===== config.mk =====
export PLATFORM = sky130hd
export DESIGN_NAME = mem_arbiter
export DESIGN_NICKNAME = d
export VERILOG_FILES = /design/src/rtl/mem_arbiter.sv
export SDC_FILE = /design/constraint.sdc
export NUM_CORES = 1
export LEC_CHECK = 0
export BUFFER_PORTS_ARGS = -buffer_cell sky130_fd_sc_hd__buf_2
export CAP_MARGIN = 5
export CORE_AREA = 2 2 201 203
export CTS_BUF_LIST = sky130_fd_sc_hd__clkbuf_4
export DETAILED_ROUTE_END_ITERATION = 8
export DIE_AREA = 0 0 203 205
export GPL_ROUTABILITY_DRIVEN = 0
export HOLD_SLACK_MARGIN = 0.06
export PLACE_DENSITY_LB_ADDON = 0.15
export RECOVER_POWER = 25
export REMOVE_ABC_BUFFERS = 1
export SETUP_SLACK_MARGIN = 0.15
export SKIP_LAST_GASP = 1
export SYNTH_ARGS = -nofsm -noshare
export SYNTH_HDL_FRONTEND = slang
export SYNTH_SLANG_ARGS = --single-unit

===== constraint.sdc =====
create_clock -name clk -period 1.8 [get_ports clk]
set_clock_uncertainty 0.2 [all_clocks]
set_input_delay 0.27 -clock clk [delete_from_list [all_inputs] [get_ports clk]]
set_output_delay 0.27 -clock clk [all_outputs]
set_load 0.005 [all_outputs]

===== src/rtl/mem_arbiter.sv =====
// Arbitrates one shared memory port between fetch (ifu) and load/store (lsu) traffic, one transaction in flight.
// Build with MEM_ARB_FAIR_EN defined to add a starvation guard that forces a fetch grant after FAIR_LIMIT data grants.
module mem_arbiter #(
    parameter int ADDR_W     = 64,
    parameter int DATA_W     = 64,
    parameter int FAIR_LIMIT = 4
) (
    input  logic                clk,
    input  logic                rst,
    input  logic                ifu_req_valid_i,
    input  logic [ADDR_W-1:0]   ifu_addr_i,
    input  logic                ifu_flush_i,
    output logic                ifu_req_ready_o,
    output logic                ifu_rsp_valid_o,
    output logic [31:0]         ifu_rdata_o,
    input  logic                lsu_req_valid_i,
    input  logic [ADDR_W-1:0]   lsu_addr_i,
    input  logic                lsu_wen_i,
    input  logic [DATA_W-1:0]   lsu_wdata_i,
    input  logic [DATA_W/8-1:0] lsu_wstrb_i,
    output logic                lsu_req_ready_o,
    output logic                lsu_rsp_valid_o,
    output logic [DATA_W-1:0]   lsu_rdata_o,
    output logic                mem_req_valid_o,
    input  logic                mem_req_ready_i,
    output logic [ADDR_W-1:0]   mem_addr_o,
    output logic                mem_wen_o,
    output logic [DATA_W-1:0]   mem_wdata_o,
    output logic [DATA_W/8-1:0] mem_wstrb_o,
    input  logic                mem_rsp_valid_i,
    input  logic [DATA_W-1:0]   mem_rdata_i
);

    typedef enum logic [1:0] {IDLE, REQ, WAIT_RSP} state_t;

    state_t state;
    logic   owner_ifu;
    logic   drop;
    logic   force_ifu;
    logic   lsu_grant;
    logic   ifu_grant;

`ifdef MEM_ARB_FAIR_EN
    localparam int CNT_W = $clog2(FAIR_LIMIT + 1);
    logic [CNT_W-1:0] starve_cnt;

    assign force_ifu = (starve_cnt == CNT_W'(FAIR_LIMIT)) && ifu_req_valid_i && !ifu_flush_i;

    // Counts data grants that overtook a waiting fetch; saturates until the fetch is served.
    always_ff @(posedge clk or negedge rst) begin
        if (!rst) begin
            starve_cnt <= '0;
        end else if (ifu_grant) begin
            starve_cnt <= '0;
        end else if (lsu_grant && ifu_req_valid_i && (starve_cnt != CNT_W'(FAIR_LIMIT))) begin
            starve_cnt <= starve_cnt + CNT_W'(1);
        end
    end
`else
    assign force_ifu = 1'b0;
`endif

    // Gating with rst keeps both readies low while reset is held.
    assign lsu_grant = rst && (state == IDLE) && lsu_req_valid_i && !force_ifu;
    assign ifu_grant = rst && (state == IDLE) && ifu_req_valid_i && !ifu_flush_i && !lsu_grant;

    assign lsu_req_ready_o = lsu_grant;
    assign ifu_req_ready_o = ifu_grant;

    always_ff @(posedge clk or negedge rst) begin
        if (!rst) begin
            state           <= IDLE;
            owner_ifu       <= 1'b0;
            drop            <= 1'b0;
            mem_req_valid_o <= 1'b0;
            mem_addr_o      <= '0;
            mem_wen_o       <= 1'b0;
            mem_wdata_o     <= '0;
            mem_wstrb_o     <= '0;
            ifu_rsp_valid_o <= 1'b0;
            ifu_rdata_o     <= '0;
            lsu_rsp_valid_o <= 1'b0;
            lsu_rdata_o     <= '0;
        end else begin
            ifu_rsp_valid_o <= 1'b0;
            lsu_rsp_valid_o <= 1'b0;
            if ((state != IDLE) && owner_ifu && ifu_flush_i) begin
                drop <= 1'b1;
            end
            case (state)
                IDLE: begin
                    if (lsu_grant) begin
                        owner_ifu       <= 1'b0;
                        mem_req_valid_o <= 1'b1;
                        mem_addr_o      <= lsu_addr_i;
                        mem_wen_o       <= lsu_wen_i;
                        mem_wdata_o     <= lsu_wdata_i;
                        mem_wstrb_o     <= lsu_wstrb_i;
                        state           <= REQ;
                    end else if (ifu_grant) begin
                        owner_ifu       <= 1'b1;
                        mem_req_valid_o <= 1'b1;
                        mem_addr_o      <= ifu_addr_i;
                        mem_wen_o       <= 1'b0;
                        mem_wdata_o     <= '0;
                        mem_wstrb_o     <= '0;
                        state           <= REQ;
                    end
                end
                REQ: begin
                    if (mem_req_ready_i) begin
                        mem_req_valid_o <= 1'b0;
                        state           <= WAIT_RSP;
                    end
                end
                WAIT_RSP: begin
                    if (mem_rsp_valid_i) begin
                        state <= IDLE;
                        drop  <= 1'b0;
                        if (owner_ifu) begin
                            // A flush arriving with the response still cancels it.
                            ifu_rsp_valid_o <= !(drop || ifu_flush_i);
                            ifu_rdata_o     <= mem_rdata_i[31:0];
                        end else begin
                            lsu_rsp_valid_o <= 1'b1;
                            lsu_rdata_o     <= mem_wen_o ? '0 : mem_rdata_i;
                        end
                    end
                end
                default: state <= IDLE;
            endcase
        end
    end

endmodule


==> results of run 1 <==
worst paths after layout:
kind,startpoint,slack (ns),to
max,state[0],-0.51,ifu_req_ready_o
min,lsu_req_valid_i,0.11,owner_ifu
max reg2reg,state[0],-0.42,mem_addr_o[45]
min reg2reg,lsu_rdata_o[19],0.28,lsu_rdata_o[19]
max in group asynchronous,rst,0.36,mem_wdata_o[39]
min in group asynchronous,rst,0.17,owner_ifu
worst max-delay path, delay by kind of cell, from the launching register on:
| kind | cells | cell delay, ns |
|---|---|---|
| buffers and inverters | 3 | 0.28 |
| flip-flops | 1 | 0.43 |
| AND/OR/NAND/NOR | 2 | 0.39 |
kinds of logic (layout without fill, tap and decap cells):
group                  after synthesis  after routing  synth area share, %
AO/OA/AOI/OAI                      208            209                 17.9
buffers and inverters               64           1263                 3.80
flip-flops                         240            240                 62.5
multiplexers                        32             32                 3.75
other                                0              2                    0
AND/OR/NAND/NOR                    205            206                 12.0
area by class of cell:
type                       instances  share of cell area [%]
sequential                       240                    28.8
antenna                            2                  0.0240
inverter                           3                  0.0898
tap                              525                    3.14
clock inverter                    16                   0.329
clock buffer                     109                    3.92
timing repair buffer            1135                    47.2
multi-input combinational        447                    16.5
sequential cells by signal, summed over array words and instances (netlist names):
register         cells
lsu_rdata_o         64
mem_addr_o          64
mem_wdata_o         64
ifu_rdata_o         32
mem_wstrb_o          8
state                2
drop                 1
ifu_rsp_valid_o      1
lsu_rsp_valid_o      1
mem_req_valid_o      1
mem_wen_o            1
owner_ifu            1
metal layers:
layer | global-route usage (%) | wire length (µm) | vias to the layer above
met4 | 9.10 | 1870 | 2
li1 | - | - | 5072
met2 | 36.4 | 23500 | 452
met1 | 24.7 | 19200 | 5381
met5 | 0 | 13 | -
met3 | 6.09 | 3040 | 120
cells in the mapped netlist (all sizes together), types with 2 or more instances:
cell / count
nand2b: 130
dfrtp: 240
buf: 41
mux2: 32
o21ai: 66
a21oi: 2
o221a: 64
nand2: 66
a22o: 73
nand3b: 2
clkbuf: 20
inv: 3
what timing repair did:
action	CTS	global route
setup endpoints to repair	437	474
pin swaps	12	24
endpoints found under the hold margin	480	1
gates cloned	44	14
setup buffers	89	85
gates resized for setup	101	113
power by group:
| group | leakage (nW) | switching [mW] | total, mW | internal [mW] |
|---|---|---|---|---|
| Sequential | 2.94 | 1.32 | 8.95 | 7.63 |
| Combinational | 6.84 | 4.41 | 11.4 | 6.97 |
| Clock | 0.546 | 2.50 | 5.25 | 2.76 |
| Total | 10.3 | 8.23 | 25.6 | 17.4 |
stage by stage:
step / instances / setup slack (ns) / setup TNS (ns)
2_1_floorplan: 688 / -2.76 / -522.86
3_3_place_gp: 1750 / -0.00406 / -0.00406
3_5_place_dp: 1750 / 0.0250 / 0
4_1_cts: 2376 / -0.666 / -35.77
5_1_grt: 2477 / -0.675 / -45.70
6_report: 2477 / -0.512 / -29.52
==> flow_summary.toml, run 1 <==
[sta]
timing_hold_violations_final = 0
holdWs_ns = 0.105
rsz0062_at_grt = "true"
relSlewSlack_pct = 29.9
max_freq_mhz = 432
period_needed_ns = 2.31
finalSetupViolations = 222
drv_slew = 0
setup_slack_ns = -0.512
fin_crit_sh_pct = 128
tightest_slew_ns = 1.05

[synthesis]
syn-instance-count = 749
ys_seq_elements = 240
ys_top_cells_by_area = "dfrtp_1 (63%), nand2b_1 (8.5%), a22o_1 (6.7%), o221a_1 (6.4%), mux2_2 (3.8%)"
synth_cell_types = 26
synth.cell_area_um2 = 9610
yosys_warnings = 0
async_flop_share_pct = 100
yosysTopAreaCell = "dfrtp_1"
synth_edf_count = 0
synth_ff_type = "dfrtp_1"
ys_seq_area_share_pct = 62.5
synth.top_cell.area_share_pct = 62.5
syn_avg_cell_area_um2 = 12.8

[critical_path]
arrival_ns = 1.84
path_class = "reg2out"
crit_chain = "nor3b_2 > nand3b_1 > buf_12 > clkinv_4 > buf_6"
slowest_delay_ns = 0.43
worstSetupStartpointType = "flip-flop"
reg2reg_depth = 9
critical_path.endpoint_type = "output pin"
crit_slowest_cell = "dfrtp_2"
worstPathRequired_ns = 1.33
crit_fanout = 3

[final_layout]
layout_commonest_cell = "buf_2"
regArea_um2 = 6010
nets = 2173
multiInputGateArea_um2 = 3460
final_cell_mix = "buf_2 (493), dlygate4sd3_1 (368), dfrtp_1 (237)"
fillers = 3447
final_cell_area_um2 = 20900
postLayoutCoreUtil_pct = 53.1
drive_gt1_share_pct = 50.1
syn_to_final_growth_pct = 117

[global_route]
grt_pass1_vias = 11500
track_usage_pct = 21.2
grt_overflow = 0
antenna_found_initial = 3
grt_max_degree = 171
grt_pass1_wl_um = 67400

[detailed_routing]
vias = 11000
drc = 0
detail_route.vias_per_cell = 4.45
drt_wl_total_um = 47700
first_pass_iters = 5
routedWlPerCell_um = 19.3
ant_nets = 0
drt_iter0_drc = 577

[clock_network]
clk_latency_ns = 0.72
cts_hold_buf = 368
numClockSinks = 240
h-tree-depth = 3
cts_inserted_buffers = 74
cts_tree = "done"
cts.path.max_buffers = 3
cts-root-buf = "clkbuf_4"
clk_pin_slew_ns = 0.07

[floorplanning]
die_y_um = 205
io_pins = 510
die_width_um = 203
fp.coreArea_um2 = 39400
dieArea_um2 = 41600
start_util_pct = 24.4
core.rowCount = 73

[place]
dp_hpwl_um = 24000
io_buffers = 509
placed_area_um2 = 12900

[pwr]
irDropWorstVdd_v = 0.000751
p_per_area_nw_per_um2 = 1220
power_mw = 25.6
p_leak_nw = 10.3

[min_path]
hp-class = "in2reg"
min_path_cells = 5

[flow_run]
maxCapViolations = 0

[run_status]
violations = "setup timing"
status = "complete, but fails checks"
(Power assumes the default switching activity.)
==> run 2, diff against run 1 <==
--- a/config.mk
+++ b/config.mk
@@ -5,14 +5,13 @@
 export SDC_FILE = /design/constraint.sdc
 export NUM_CORES = 1
 export LEC_CHECK = 0
+export ABC_AREA = 1
 export BUFFER_PORTS_ARGS = -buffer_cell sky130_fd_sc_hd__buf_2
-export CAP_MARGIN = 5
 export CORE_AREA = 2 2 201 203
 export CTS_BUF_LIST = sky130_fd_sc_hd__clkbuf_4
 export DETAILED_ROUTE_END_ITERATION = 8
 export DIE_AREA = 0 0 203 205
 export GPL_ROUTABILITY_DRIVEN = 0
-export HOLD_SLACK_MARGIN = 0.06
 export PLACE_DENSITY_LB_ADDON = 0.15
 export RECOVER_POWER = 25
 export REMOVE_ABC_BUFFERS = 1
==> flow_summary.toml, run 2 <==
[clock_network]
h-tree-depth = 3
cts.path.max_buffers = 3
cts_tree = "done"
clk_latency_ns = 0.74
numClockSinks = 240
cts-root-buf = "clkbuf_4"
cts_inserted_buffers = 73
clk_pin_slew_ns = 0.06

[detailed_routing]
drt_wl_total_um = 55900
drt_iter0_drc = 984
wl_met2_um = 27900
ant_nets = 0
vias = 13900
drc = 0
routedWlPerCell_um = 19.0
route.met3.wl_um = 3800
wl_met1_um = 21700
route.top_layer_used = "met4"
first_pass_iters = 5
detail_route.vias_per_cell = 4.73

[place]
pre_cts_slack_ns = 0.0636
placed_area_um2 = 13800
io_buffers = 509
dp_hpwl_um = 28700
dpl.cell_count = 2236

[floorplanning]
fp.coreArea_um2 = 39400
start_util_pct = 26.6
core.rowCount = 73
die_y_um = 205
io_pins = 510
dieArea_um2 = 41600
die_width_um = 203

[global_route]
antenna_found_initial = 5
grt_overflow = 0
grt_max_degree = 90
track_usage_pct = 24.2
grt_pass1_vias = 13800
grt_pass1_wl_um = 77900

[sta]
period_needed_ns = 2.22
max_freq_mhz = 450
tightest_slew_ns = 1.75
relSlewSlack_pct = -16.7
rsz0062_at_grt = "true"
timing_hold_violations_final = 192
finalSetupViolations = 202
drv_slew = 76
fin_crit_sh_pct = 124
holdWs_ns = -0.576
setup_slack_ns = -0.423

[final_layout]
final_cell_mix = "buf_2 (478), nand2_1 (371), dlygate4sd3_1 (328)"
fin_cells = 2946
final_cell_area_um2 = 23500
syn_to_final_growth_pct = 124
fillers = 3248
layout_commonest_cell = "buf_2"
nets = 2644
top_regs = "lsu_rdata_o x64, mem_addr_o x64, mem_wdata_o x64"
drive_gt1_share_pct = 53.3

[critical_path]
crit_fanout = 2
critical_path.endpoint_type = "output pin"
worstPathRequired_ns = 1.33
worstSetupStartpointType = "flip-flop"
path_class = "reg2out"
arrival_ns = 1.75

[pwr]
p_per_area_nw_per_um2 = 1320
irDropWorstVdd_v = 0.000875
p_leak_nw = 12.5
power_mw = 30.9

[flow_run]
maxCapViolations = 1

[synthesis]
synth_cell_types = 21
synthSimpleGateAreaFrac_pct = 37.2
ys_seq_area_share_pct = 57.4
synth_xor_area_share_pct = 0
synth.top_cell.area_share_pct = 57.4
synth_edf_count = 0
ys_seq_elements = 240
synth_fa_ha_area_share_pct = 0
ys_top_cells_by_area = "dfrtp_1 (57%), nand2_1 (21%), nand3_1 (11%), nand4_1 (3.8%), buf_2 (2.7%)"
synth_compound_area_share_pct = 0.239
synth_ff_type = "dfrtp_1"
syn-instance-count = 1261
synth_top_family_by_area = "simple AND/OR/NAND/NOR gates"
yosysTopAreaCell = "dfrtp_1"
yosys_warnings = 0
async_flop_share_pct = 100
synth.most_common_cell = "nand2_1"
synth.cell_area_um2 = 10500
syn_avg_cell_area_um2 = 8.30
synthMuxAreaShare_pct = 0
ys_top_cells_by_count = "nand2_1 (598), dfrtp_1 (240), nand3_1 (234)"

[min_path]
hp-class = "in2async"

[run_status]
status = "complete, but fails checks"
violations = "hold timing, capacitance limit, slew limit, setup timing"
==> run 2: worst max-delay path, stage by stage, from the launching register on <==
cell and delay, ns:
dfrtp_1 0.41, nor2_4 0.18, nand4_4 0.11, buf_12 0.16, nor2_4 0.08, buf_6 0.10
==> run 2: metal layers <==
layer | track usage [%] | up-vias
met1 | 28.5 | 6773
li1 | - | 6415
met5 | 0 | -
met4 | 13.0 | 0
met2 | 40.3 | 612
met3 | 6.32 | 143
==> run 2: cell type report <==
cell class              instances  area (µm²)  area share (%)
diodes                          5        12.5          0.0533
clock buffers                 103         773            3.30
clock inverters                16         193           0.821
inverters                       9        68.8           0.293
multi-input cells             911        5620            24.0
flip-flops and latches        240        6010            25.6
well taps                     525         657            2.80
repair buffers               1137       10100            43.2
==> run 2: repair_timing <==
item,CTS,global route
gates resized for setup,214,391
cloned,38,21
pin swaps,78,146
hold buffers,327,2
endpoints found under the hold margin,480,230
setup endpoints to repair,372,474
buffers inserted,83,115
==> run 2: kinds of logic (layout without fill, tap and decap cells) <==
group / after synthesis / count (layout)
AND/OR/NAND/NOR: 907 / 907
flip-flops: 240 / 240
buffers and inverters: 110 / 1265
AO/OA/AOI/OAI: 4 / 4
other: 0 / 5
==> run 2: worst paths after layout <==
kind	endpoint	depth (start not counted)	from	slack [ns]
setup / recovery	ifu_req_ready_o	5	state[0]	-0.42
max in group asynchronous	mem_addr_o[19]	2	rst	0.37
setup reg to reg	mem_addr_o[50]	13	state[0]	-0.38
hold reg to reg	lsu_rdata_o[57]	2	lsu_rdata_o[57]	0.27
min in group clk	mem_wdata_o[53]	6	rst	-0.04
hold / removal	ifu_rdata_o[3]	2	rst	-0.58
==> run 2: stage by stage <==
step | TNS [ns] | hold slack, ns | utilization (%)
2_1_floorplan | -635.36 | -0.226 | -
4_1_cts | -15.70 | -0.660 | 52.3
6_report | -36.48 | -0.576 | 59.6
3_5_place_dp | 0 | 0.135 | 35.0
3_3_place_gp | 0 | 0.137 | 35.0
5_1_grt | -54.89 | -0.618 | 59.6
==> run 2: power by group <==
part	leakage, nW	switching [mW]	internal [mW]	total [mW]
combinational	8.89	7.13	8.35	15.5
clock	0.564	2.55	3.32	5.87
sequential	3.05	1.67	7.84	9.51
total	12.5	11.3	19.5	30.9
